$ cat src/rtl/rv32i_types.sv
// Shared RV32I decode types: funct3 encodings for the base ISA groups and the
// M extension, imported by every stage that decodes an instruction.
package rv32i_types;

    typedef enum logic [2:0] {
        BEQ  = 3'b000,
        BNE  = 3'b001,
        BLT  = 3'b100,
        BGE  = 3'b101,
        BLTU = 3'b110,
        BGEU = 3'b111
    } branch_funct3_t;

    typedef enum logic [2:0] {
        LB  = 3'b000,
        LH  = 3'b001,
        LW  = 3'b010,
        LBU = 3'b100,
        LHU = 3'b101
    } load_funct3_t;

    typedef enum logic [2:0] {
        SB = 3'b000,
        SH = 3'b001,
        SW = 3'b010
    } store_funct3_t;

    typedef enum logic [2:0] {
        MUL    = 3'd0,
        MULH   = 3'd1,
        MULHSU = 3'd2,
        MULHU  = 3'd3,
        DIV    = 3'd4,
        DIVU   = 3'd5,
        REM    = 3'd6,
        REMU   = 3'd7
    } muldiv_funct3_t;

endpackage

$ cat src/rtl/muldiv_sequencer_if.sv
// EX-stage <-> multiply/divide unit handshake: operands in, stall/done/result out.
interface muldiv_sequencer_if
    import rv32i_types::*;
#(
    parameter int XLEN = 32
);
    logic            start;
    muldiv_funct3_t  funct3;
    logic [XLEN-1:0] op_a;
    logic [XLEN-1:0] op_b;
    logic            flush;
    logic            stall;
    logic            done;
    logic [XLEN-1:0] result;

    modport master (
        output start, funct3, op_a, op_b, flush,
        input  stall, done, result
    );

    modport slave (
        input  start, funct3, op_a, op_b, flush,
        output stall, done, result
    );
endinterface

$ cat src/rtl/muldiv_datapath.sv
// Iterative multiply/divide datapath: operand magnitudes, a shared 64-bit
// shift-add / restoring-divide accumulator, and the final sign correction.
module muldiv_datapath
    import rv32i_types::*;
#(
    parameter int XLEN = 32
) (
    input  logic            clk,
    input  logic            rst,
    input  logic            load,
    input  logic            step,
    input  muldiv_funct3_t  funct3,
    input  logic [XLEN-1:0] op_a,
    input  logic [XLEN-1:0] op_b,
    output logic            special,
    output logic [XLEN-1:0] special_value,
    output logic [XLEN-1:0] final_value
);
    localparam logic [XLEN-1:0] ALL_ONES = {XLEN{1'b1}};
    localparam logic [XLEN-1:0] MOST_NEG = {1'b1, {(XLEN-1){1'b0}}};

    muldiv_funct3_t    op_q;
    logic [XLEN-1:0]   b_mag_q;
    logic [2*XLEN-1:0] acc_q;
    logic              neg_main_q;
    logic              neg_rem_q;

    logic              a_neg, b_neg;
    logic [XLEN-1:0]   a_mag, b_mag;

    assign a_neg = (funct3 inside {MUL, MULH, MULHSU, DIV, REM}) & op_a[XLEN-1];
    assign b_neg = (funct3 inside {MUL, MULH, DIV, REM}) & op_b[XLEN-1];
    assign a_mag = a_neg ? -op_a : op_a;
    assign b_mag = b_neg ? -op_b : op_b;

    // Divide-by-zero and signed overflow bypass the iteration entirely.
    always_comb begin
        special       = 1'b0;
        special_value = '0;
        if (funct3[2]) begin
            if (op_b == '0) begin
                special       = 1'b1;
                special_value = (funct3 inside {DIV, DIVU}) ? ALL_ONES : op_a;
            end else if ((funct3 inside {DIV, REM}) && op_a == MOST_NEG && op_b == ALL_ONES) begin
                special       = 1'b1;
                special_value = (funct3 == DIV) ? MOST_NEG : '0;
            end
        end
    end

    logic [XLEN:0]     mul_sum;
    logic [2*XLEN-1:0] mul_next;
    logic [2*XLEN:0]   div_shift;
    logic [XLEN+1:0]   div_diff;
    logic [2*XLEN-1:0] div_next;
    logic [2*XLEN-1:0] acc_next;

    // Multiply keeps {partial_hi, multiplier} and shifts right; divide keeps
    // {remainder, dividend/quotient} and shifts left.
    assign mul_sum   = {1'b0, acc_q[2*XLEN-1:XLEN]} + (acc_q[0] ? {1'b0, b_mag_q} : '0);
    assign mul_next  = {mul_sum, acc_q[XLEN-1:1]};
    assign div_shift = {acc_q, 1'b0};
    assign div_diff  = {1'b0, div_shift[2*XLEN:XLEN]} - {2'b00, b_mag_q};
    assign div_next  = div_diff[XLEN+1] ? div_shift[2*XLEN-1:0]
                                        : {div_diff[XLEN-1:0], div_shift[XLEN-1:1], 1'b1};
    assign acc_next  = op_q[2] ? div_next : mul_next;

    logic [2*XLEN-1:0] prod_fixed;
    logic [XLEN-1:0]   quo_fixed, rem_fixed;

    assign prod_fixed = neg_main_q ? -acc_next : acc_next;
    assign quo_fixed  = neg_main_q ? -acc_next[XLEN-1:0] : acc_next[XLEN-1:0];
    assign rem_fixed  = neg_rem_q ? -acc_next[2*XLEN-1:XLEN] : acc_next[2*XLEN-1:XLEN];

    always_comb begin
        final_value = '0;
        case (op_q)
            MUL:                 final_value = prod_fixed[XLEN-1:0];
            MULH, MULHSU, MULHU: final_value = prod_fixed[2*XLEN-1:XLEN];
            DIV, DIVU:           final_value = quo_fixed;
            default:             final_value = rem_fixed;
        endcase
    end

    // NOTE: registers update with <= so every flop samples pre-edge values; mixing in = here would create order-dependent simulation.
    always_ff @(posedge clk or negedge rst) begin
        if (!rst) begin
            op_q       <= MUL;
            b_mag_q    <= '0;
            acc_q      <= '0;
            neg_main_q <= 1'b0;
            neg_rem_q  <= 1'b0;
        end else if (load) begin
            op_q       <= funct3;
            b_mag_q    <= b_mag;
            acc_q      <= {{XLEN{1'b0}}, a_mag};
            neg_main_q <= a_neg ^ b_neg;
            neg_rem_q  <= a_neg;
        end else if (step) begin
            acc_q      <= acc_next;
        end
    end
endmodule

$ cat src/rtl/muldiv_sequencer.sv
// M-extension sequencer: accepts an op from EX, stalls the pipeline while the
// datapath iterates, and presents a registered result with a one-cycle done.
module muldiv_sequencer
    import rv32i_types::*;
#(
    parameter int XLEN = 32,
    parameter int ITER = 32
) (
    input logic              clk,
    input logic              rst,
    muldiv_sequencer_if.slave bus
);
    typedef enum logic [1:0] {IDLE, CALC, DONE} state_t;

    localparam logic [5:0] LAST = 6'(ITER - 1);

    state_t          state;
    logic [5:0]      cnt;
    logic            done_q;
    logic [XLEN-1:0] result_q;

    logic            in_calc;
    logic            accept;
    logic            special;
    logic [XLEN-1:0] special_value;
    logic [XLEN-1:0] final_value;

    assign in_calc = (state == CALC);
    // Flush squashes a same-cycle start, so it never reaches the datapath.
    assign accept  = bus.start & ~bus.flush & ~in_calc;

    assign bus.stall  = (bus.start & ~in_calc & ~bus.flush) | in_calc;
    assign bus.done   = done_q;
    assign bus.result = result_q;

    muldiv_datapath #(.XLEN(XLEN)) u_datapath (
        .clk           (clk),
        .rst           (rst),
        .load          (accept),
        .step          (in_calc),
        .funct3        (bus.funct3),
        .op_a          (bus.op_a),
        .op_b          (bus.op_b),
        .special       (special),
        .special_value (special_value),
        .final_value   (final_value)
    );

    always_ff @(posedge clk or negedge rst) begin
        if (!rst) begin
            state    <= IDLE;
            cnt      <= '0;
            done_q   <= 1'b0;
            result_q <= '0;
        end else begin
            done_q <= 1'b0;
            case (state)
                CALC: begin
                    if (bus.flush) begin
                        state <= IDLE;
                    end else if (cnt == LAST) begin
                        state    <= DONE;
                        done_q   <= 1'b1;
                        result_q <= final_value;
                    end else begin
                        cnt <= cnt + 6'd1;
                    end
                end
                default: begin
                    if (accept) begin
                        cnt <= '0;
                        if (special) begin
                            state    <= DONE;
                            done_q   <= 1'b1;
                            result_q <= special_value;
                        end else begin
                            state <= CALC;
                        end
                    end else begin
                        state <= IDLE;
                    end
                end
            endcase
        end
    end
endmodule
$ cat src/flat_wrapper.sv
// flat-port wrapper written by rule: the top's interface ports become plain ports
module muldiv_sequencer_flat import rv32i_types::*;
#(
    parameter int XLEN = 32,
    parameter int ITER = 32
)
  (clk, rst, bus_start, bus_funct3, bus_op_a, bus_op_b, bus_flush, bus_stall, bus_done, bus_result);
  muldiv_sequencer_if #(.XLEN(XLEN)) bus_i ();
  input logic clk;
  input logic rst;
  input wire logic [$bits(bus_i.start)-1:0] bus_start;
  input wire logic [$bits(bus_i.funct3)-1:0] bus_funct3;
  input wire logic [$bits(bus_i.op_a)-1:0] bus_op_a;
  input wire logic [$bits(bus_i.op_b)-1:0] bus_op_b;
  input wire logic [$bits(bus_i.flush)-1:0] bus_flush;
  output wire logic [$bits(bus_i.stall)-1:0] bus_stall;
  output wire logic [$bits(bus_i.done)-1:0] bus_done;
  output wire logic [$bits(bus_i.result)-1:0] bus_result;
  assign bus_i.start = bus_start;
  assign bus_i.funct3 = bus_funct3;
  assign bus_i.op_a = bus_op_a;
  assign bus_i.op_b = bus_op_b;
  assign bus_i.flush = bus_flush;
  assign bus_stall = bus_i.stall;
  assign bus_done = bus_i.done;
  assign bus_result = bus_i.result;
  muldiv_sequencer #(.XLEN(XLEN), .ITER(ITER)) u_core (.clk(clk), .rst(rst), .bus(bus_i));
endmodule
$ cat config.mk
export PLATFORM = sky130hd
export DESIGN_NAME = muldiv_sequencer_flat
export DESIGN_NICKNAME = d
export VERILOG_FILES = /design/src/rtl/rv32i_types.sv /design/src/rtl/muldiv_sequencer_if.sv /design/src/rtl/muldiv_datapath.sv /design/src/rtl/muldiv_sequencer.sv /design/src/flat_wrapper.sv
export SDC_FILE = /design/constraint.sdc
export NUM_CORES = 1
export LEC_CHECK = 0
export CORE_UTILIZATION = 47
export CTS_CLUSTER_SIZE = 16
export DETAILED_ROUTE_END_ITERATION = 8
export PLACE_DENSITY = 0.77
export SLEW_MARGIN = 20
export SYNTH_ARGS = -nofsm -noshare
export SYNTH_HDL_FRONTEND = slang
export SYNTH_SLANG_ARGS = --single-unit
$ cat constraint.sdc
create_clock -name clk -period 5.8 [get_ports clk]
set_clock_uncertainty 0.05 [all_clocks]
set_input_delay 0.58 -clock clk [delete_from_list [all_inputs] [get_ports clk]]
set_output_delay 0.58 -clock clk [all_outputs]
set_load 0.1 [all_outputs]
==> results of run 1 <==
-- worst reg2reg max path: stages (launching register included) --
cell	delay [ps]
dfrtp_1	620
buf_4	390
and2_1	200
ha_1	280
a21oi_1	250
o21ai_1	160
a221o_1	430
o21ai_0	640
a211o_1	220
o311ai_0	160
or2_4	340
nor4_4	370
or4b_4	550
nor2_1	180
nor3_1	80
o32ai_1	310
a31oi_1	130
-- path summary, 6_finish.rpt --
check	start	to	slack (ps)	depth (start not counted)
worst min-delay path	rst	u_core.bus.result[17]	80	1
worst max-delay path	u_core.u_datapath.acc_q[0]	u_core.bus.result[29]	280	16
max in group asynchronous	rst	u_core.bus.result[31]	4350	2
min in group clk	u_core.u_datapath.neg_main_q	u_core.u_datapath.neg_main_q	440	2
worst min register to register	u_core.u_datapath.neg_main_q	u_core.u_datapath.neg_main_q	440	2
worst max register to register	u_core.u_datapath.acc_q[0]	u_core.bus.result[29]	280	16
-- registers in the layout (all words and copies together), names as in the netlist --
name	flops
u_core.bus.done	1
u_core.bus.result	32
u_core.cnt	6
u_core.state	2
u_core.u_datapath.acc_q	64
u_core.u_datapath.b_mag_q	32
u_core.u_datapath.neg_main_q	1
u_core.u_datapath.neg_rem_q	1
u_core.u_datapath.op_q	3
-- cells in the final DEF (no fill, tap or decap), types with 14 or more instances in the layout --
cell / count
o22ai_1: 14
nand2_1: 216
buf_4: 57
o21a_1: 17
dfrtp_1: 141
o31ai_1: 31
clkbuf_16: 17
xor2_1: 66
a21o_1: 23
ha_1: 70
a21oi_1: 168
a211oi_1: 27
xnor2_1: 78
nand3_1: 39
a31oi_1: 39
and2_1: 46
a22o_1: 23
inv_1: 68
or3_1: 34
mux2i_1: 38
o21ai_1: 17
o211ai_1: 43
and3_1: 17
nand4_1: 30
clkdlybuf4s50_1: 103
o21ai_0: 256
nor3_1: 56
nor2_1: 159
nor4_1: 17
-- layer usage --
metal	vias to the layer above	GRT usage, %	routed length [um]
li1	7908	-	-
met1	8367	54.8	27700
met2	1281	52.2	25500
met3	206	11.3	8750
met4	0	15.0	2730
met5	-	0	0
-- power groups by stage --
stage                     Clock (uW)  Sequential (uW)  Combinational, uW
final                           1130             1560               6820
after global routing            1170             1580               7200
after CTS                       1130             1540               6550
after detailed placement           0             1550               6510
after global placement             0             1540               6480
after floorplan                    0             1460               4530
-- cells by family after synthesis --
kind of cell	share of synthesized area [%]
buffers and inverters	4.92
AO/OA/AOI/OAI	33.2
AND/OR/NAND/NOR	22.3
XOR/XNOR	8.06
multiplexers	2.94
flip-flops	22.7
adder cells (fa/ha/maj)	5.86
-- through the flow --
step                util [%]  cells  total power (uW)  area, sq um
finish                  54.5   2610              9510        17800
global route            54.5   2609              9950        17800
CTS                     54.5   2609              9220        17800
detailed placement      52.7   2577              8060        17200
global placement        52.7   2577              8020        17200
floorplan                  -   2093              5990        15600
-- cell type report --
| class | instances | area [sq um] | area share, % |
|---|---|---|---|
| antenna | 1 | 2.50 | 0.0141 |
| clock buffer | 19 | 453 | 2.55 |
| clock inverter | 13 | 124 | 0.696 |
| inverter | 69 | 259 | 1.46 |
| multi-input combinational | 1762 | 11400 | 63.8 |
| sequential | 142 | 3560 | 20.0 |
| tap | 442 | 553 | 3.11 |
| timing repair buffer | 162 | 1480 | 8.33 |
==> flow_metrics.env, run 1 <==
export IMPL_fmax_mhz=181
export IMPL_cts_root_buf="clkbuf_16"
export IMPL_crit_family="compound AO/OA/AOI/OAI gates"
export IMPL_crit_fanout=24
export IMPL_num_vias=17800
export IMPL_cpPeakStageDelay_ps=640
export IMPL_clk_pin_slew_worst_paths_ps=70
export IMPL_pre_cts_slack_ps=418
export IMPL_drt_iter0_markers=2665
export IMPL_crit_required_ps=6050
export IMPL_yosysTopAreaCell="dfrtp_1"
export IMPL_vdd_ir_drop_max_v=0.000241
export IMPL_portBuffers=104
export IMPL_finalSetupViolCount=0
export IMPL_synth_seq_cells=142
export IMPL_p_clk_share_pct=11.9
export IMPL_core_area_sq_mm=0.0326
export IMPL_vias_per_cell=6.81
export IMPL_post_cts_repair_setup_buffers=0
export IMPL_cp_start_kind="flip-flop"
export IMPL_syn2layout_area_growth_pct=13.7
export IMPL_hpwlAfterDp_um=49200
export IMPL_initial_core_util_pct=48.0
export IMPL_critical_path_class="flip-flop to flip-flop"
export IMPL_synth_area_leaders="dfrtp_1 23%, o21ai_0 8.2%, ha_1 5.6%"
export IMPL_drc=0
export IMPL_cts_htree_levels=4
export IMPL_cts_buffers=17
export IMPL_seq_power_share_pct=16.4
export IMPL_insertion_delay_ps=450
export IMPL_async_flop_share_pct=100
export IMPL_synthTopCellsByCount="256 x o21ai_0, 217 x nand2_1, 170 x a21oi_1, 162 x nor2_1, 142 x dfrtp_1"
export IMPL_grt_antenna_before_repair=1
export IMPL_ctsResizeCount=0
export IMPL_rows=66
export IMPL_arrival_ps=5770
export IMPL_grt_overflow_total=0
export IMPL_synth_cells=2093
export IMPL_dieArea_sq_mm=0.0340
export IMPL_min_period_over_period_pct=95.1
export IMPL_wl_per_cell_um=24.8
export IMPL_avgSynthCellArea_sq_um=7.47
export IMPL_tightest_slew_ps=1080
export IMPL_syn_cell_area_sq_mm=0.0156
export IMPL_synth_most_common_cell="o21ai_0"
export IMPL_drv_cap=0
export IMPL_period_minus_slack_ps=5520
export IMPL_wl_um=64700
export IMPL_pwr_share_comb_pct=71.7
export IMPL_hold_violations=0
export IMPL_nets=2297
export IMPL_ys_types=110
export IMPL_grt_pass1_vias=16100
export IMPL_cp_slowest_cell="o21ai_0"
export IMPL_setup_tns_ps=0
export IMPL_synth_top_area_share_pct=22.7
export IMPL_clock_sinks=142
export IMPL_p_sw_share_pct=55.7
export IMPL_io_pins=105
export IMPL_drive_gt1_share_pct=7.66
export IMPL_yosysWarnings=0
export IMPL_grt_use_total_pct=38.0
export IMPL_yosysSeqAreaShare_pct=22.7
export IMPL_timing_hold_ws_ps=84.8
export IMPL_maxSlewViolCount=0
export IMPL_clk_path_buf_depth=2
export IMPL_cp_end_kind="flip-flop"
export IMPL_rsz0062_at_grt="false"
export IMPL_syn_nets=2236
export IMPL_die_h_um=184
export IMPL_hp_class="input port to asynchronous set/reset pin"
export IMPL_powerDensity_mw_per_mm2=535
export IMPL_p_switching_uw=5300
export IMPL_path_cells="buf_4, and2_1, ha_1, a21oi_1, o21ai_1, a221o_1, o21ai_0, a211o_1, o311ai_0, or2_4, nor4_4, or4b_4, nor2_1, nor3_1, o32ai_1, a31oi_1"
export IMPL_p_leak_uw=0.00695
export IMPL_fin_ws_ps=285
export IMPL_grt_max_degree=73
export IMPL_firstDrtPassIters=6
export IMPL_place_gp_congestion=1.07
export IMPL_grt_first_pass_wirelength_um=97500
export IMPL_fillCellCount=3066
export IMPL_die_w_um=184
export IMPL_p_int_uw=4210
export IMPL_status="complete, no violations"
export IMPL_slew_headroom_pct=27.5
export IMPL_ant_nets=0
export IMPL_cts_tree="built"
export IMPL_postCtsHoldBufs=0
export IMPL_synth_edf_count=0
export IMPL_ys_dominant_reg_cell="dfrtp_1"
export IMPL_path_buf_inv=1
No activity file was read; power rests on OpenSTA's default activity.
==> run 2: changes to the inputs <==
--- a/config.mk
+++ b/config.mk
@@ -8,8 +8,7 @@
 export CORE_UTILIZATION = 47
 export CTS_CLUSTER_SIZE = 16
 export DETAILED_ROUTE_END_ITERATION = 8
-export PLACE_DENSITY = 0.77
-export SLEW_MARGIN = 20
+export PLACE_DENSITY = 0.74
 export SYNTH_ARGS = -nofsm -noshare
 export SYNTH_HDL_FRONTEND = slang
 export SYNTH_SLANG_ARGS = --single-unit
==> run 2 against run 1 <==
  * Critical path depth stayed put
  * Flip-flop and latch count unchanged
  * Register-to-register slack improved by 30 ps
  * Final cell count up 0.27%
  * Fmax is 0.49% higher
  * Via count fell by 2.1%
  * Total power shrank 0.50%
  * Worst setup slack better by 27 ps
  * Design area grew 0.24%
  * Count of clock-buffer cells in the layout down 1
  * Clock power barely moved
  * Sequential share of layout area hardly changed
  * Critical endpoint is now u_core.bus.result[28]
==> flow_metrics.env, run 2 (synthesis gave the netlist of run 1 again) <==
export IMPL_status="complete, no violations"
export IMPL_drc=0
export IMPL_largest_register="u_core.u_datapath.acc_q"
export IMPL_rrSetupSlack_ps=310
export IMPL_p_sw_share_pct=55.9
export IMPL_crit_required_ps=6050
export IMPL_layout_common_cells="256 x o21ai_0, 216 x nand2_1, 169 x a21oi_1, 160 x nor2_1, 141 x dfrtp_1"
export IMPL_r2r_cells=16
export IMPL_maxSlewViolCount=0
export IMPL_core_area_sq_mm=0.0326
export IMPL_p_clk_share_pct=11.8
export IMPL_cts_htree_levels=4
export IMPL_grt_max_degree=78
export IMPL_cp_end_kind="flip-flop"
export IMPL_wl_per_cell_um=24.6
export IMPL_p_switching_uw=5290
export IMPL_syn2layout_area_growth_pct=14.0
export IMPL_powerDensity_mw_per_mm2=531
export IMPL_r2r_end="u_core.bus.result[28]"
export IMPL_critical_path_class="flip-flop to flip-flop"
export IMPL_die_h_um=184
export IMPL_drive_gt1_share_pct=7.87
export IMPL_p_leak_uw=0.00698
export IMPL_hp_class="input port to asynchronous set/reset pin"
export IMPL_fillCellCount=3111
export IMPL_crit_fanout=26
export IMPL_hpwlAfterDp_um=49200
export IMPL_grt_use_total_pct=38.0
export IMPL_grt_antenna_before_repair=2
export IMPL_clk_path_buf_depth=2
export IMPL_fmax_mhz=182
export IMPL_power_total_uw=9470
export IMPL_min_period_over_period_pct=94.6
export IMPL_cts_root_buf="clkbuf_16"
export IMPL_finalSetupViolCount=0
export IMPL_initial_core_util_pct=48.0
export IMPL_dp_cells=2583
export IMPL_insertion_delay_ps=470
export IMPL_p_int_uw=4170
export IMPL_grt_first_pass_wirelength_um=97300
export IMPL_ant_nets=0
export IMPL_final_common_cell="o21ai_0"
export IMPL_instances_no_fill=2617
export IMPL_clk_pin_slew_worst_paths_ps=70
export IMPL_firstDrtPassIters=6
export IMPL_vdd_ir_drop_max_v=0.000252
export IMPL_grt_overflow_total=0
export IMPL_largest_reg_flops=64
export IMPL_period_minus_slack_ps=5490
export IMPL_clock_sinks=142
export IMPL_seq_power_share_pct=16.8
export IMPL_setup_tns_ps=0
export IMPL_rows=66
export IMPL_ff_latch_area_sq_mm=0.00356
export IMPL_cts_tree="built"
export IMPL_nets=2303
export IMPL_io_pins=105
export IMPL_slew_headroom_pct=28.1
export IMPL_dieArea_sq_mm=0.0340
export IMPL_drt_iter0_markers=2396
export IMPL_rsz0062_at_grt="false"
export IMPL_tightest_slew_ps=1080
export IMPL_place_gp_congestion=1.03
export IMPL_drv_cap=0
export IMPL_cp_start_kind="flip-flop"
export IMPL_cts_buffers=17
export IMPL_arrival_ps=5740
export IMPL_grt_pass1_vias=16000
export IMPL_pwr_share_comb_pct=71.3
export IMPL_die_w_um=184
export IMPL_portBuffers=104
export IMPL_vias_per_cell=6.65
export IMPL_hold_violations=0
export IMPL_num_vias=17400
export IMPL_r2r_start="u_core.u_datapath.acc_q[0]"
export IMPL_multi_input_area_sq_mm=0.0114
export IMPL_wl_um=64500
export IMPL_post_cts_repair_setup_buffers=0
## run 2: per-layer routing
layer	global-route usage [%]	wire [um]	vias to the layer above
met1	52.6	27300	8306
met5	0	11	-
met2	56.5	27600	1034
li1	-	-	7907
met4	13.3	2040	2
met3	10.0	7580	144
## run 2: what timing repair did
action | 4_1_cts | 5_1_grt
setup endpoints to repair | 0 | 3
hold buffers | 0 | 0
resized for setup | 0 | 2
## run 2: area by class of cell
class	count	share of cell area (%)
Antenna cell	2	0.0281
Clock buffer	18	2.46
Multi-Input combinational cell	1762	63.7
Sequential cell	142	20.0
Inverter	69	1.45
Tap cell	442	3.10
Timing Repair Buffer	168	8.61
Clock inverter	14	0.695
## run 2: how the worst max path moves through the flow
stage / from / end / slack, ps / cells past startpoint
global route: u_core.u_datapath.acc_q[0] / u_core.bus.result[31] / 30 / 16
floorplan: u_core.u_datapath.op_q[2] / u_core.bus.result[26] / 880 / 21
finish: u_core.u_datapath.acc_q[0] / u_core.bus.result[28] / 310 / 16
CTS: u_core.u_datapath.acc_q[0] / u_core.bus.result[29] / 380 / 16
detailed placement: u_core.u_datapath.acc_q[0] / u_core.bus.result[29] / 390 / 16
global placement: u_core.u_datapath.acc_q[0] / u_core.bus.result[29] / 420 / 16
## run 2: worst max-delay path, stage by stage (launching register included)
cell and delay (ps):
dfrtp_1 770, and2_1 330, ha_1 230, fa_1 450, a211oi_1 220, o21a_2 250, a21oi_2 130, a21o_1 230
a211oi_1 540, a21oi_1 180, a31o_2 330, or3_1 410, or4_4 550, o21ai_0 160, nand2_1 70, o32ai_1 310
o21ai_1 90
## run 2: per-stage QoR
step	instance area [sq um]	worst slack (ps)	hold slack, ps	util, %
3_5_place_dp	17300	395	434	52.9
3_3_place_gp	17300	417	422	52.9
2_1_floorplan	15600	875	234	-
6_report	17800	312	130	54.7
4_1_cts	17800	381	169	54.6
5_1_grt	17800	25.5	192	54.6
## run 2: power by group through the flow
stage | logic (uW) | clock network, uW | registers [uW]
2_1_floorplan | 4530 | 0 | 1460
5_1_grt | 7170 | 1150 | 1610
6_report | 6750 | 1120 | 1590
3_3_place_gp | 6450 | 0 | 1570
4_1_cts | 6520 | 1120 | 1570
3_5_place_dp | 6480 | 0 | 1590
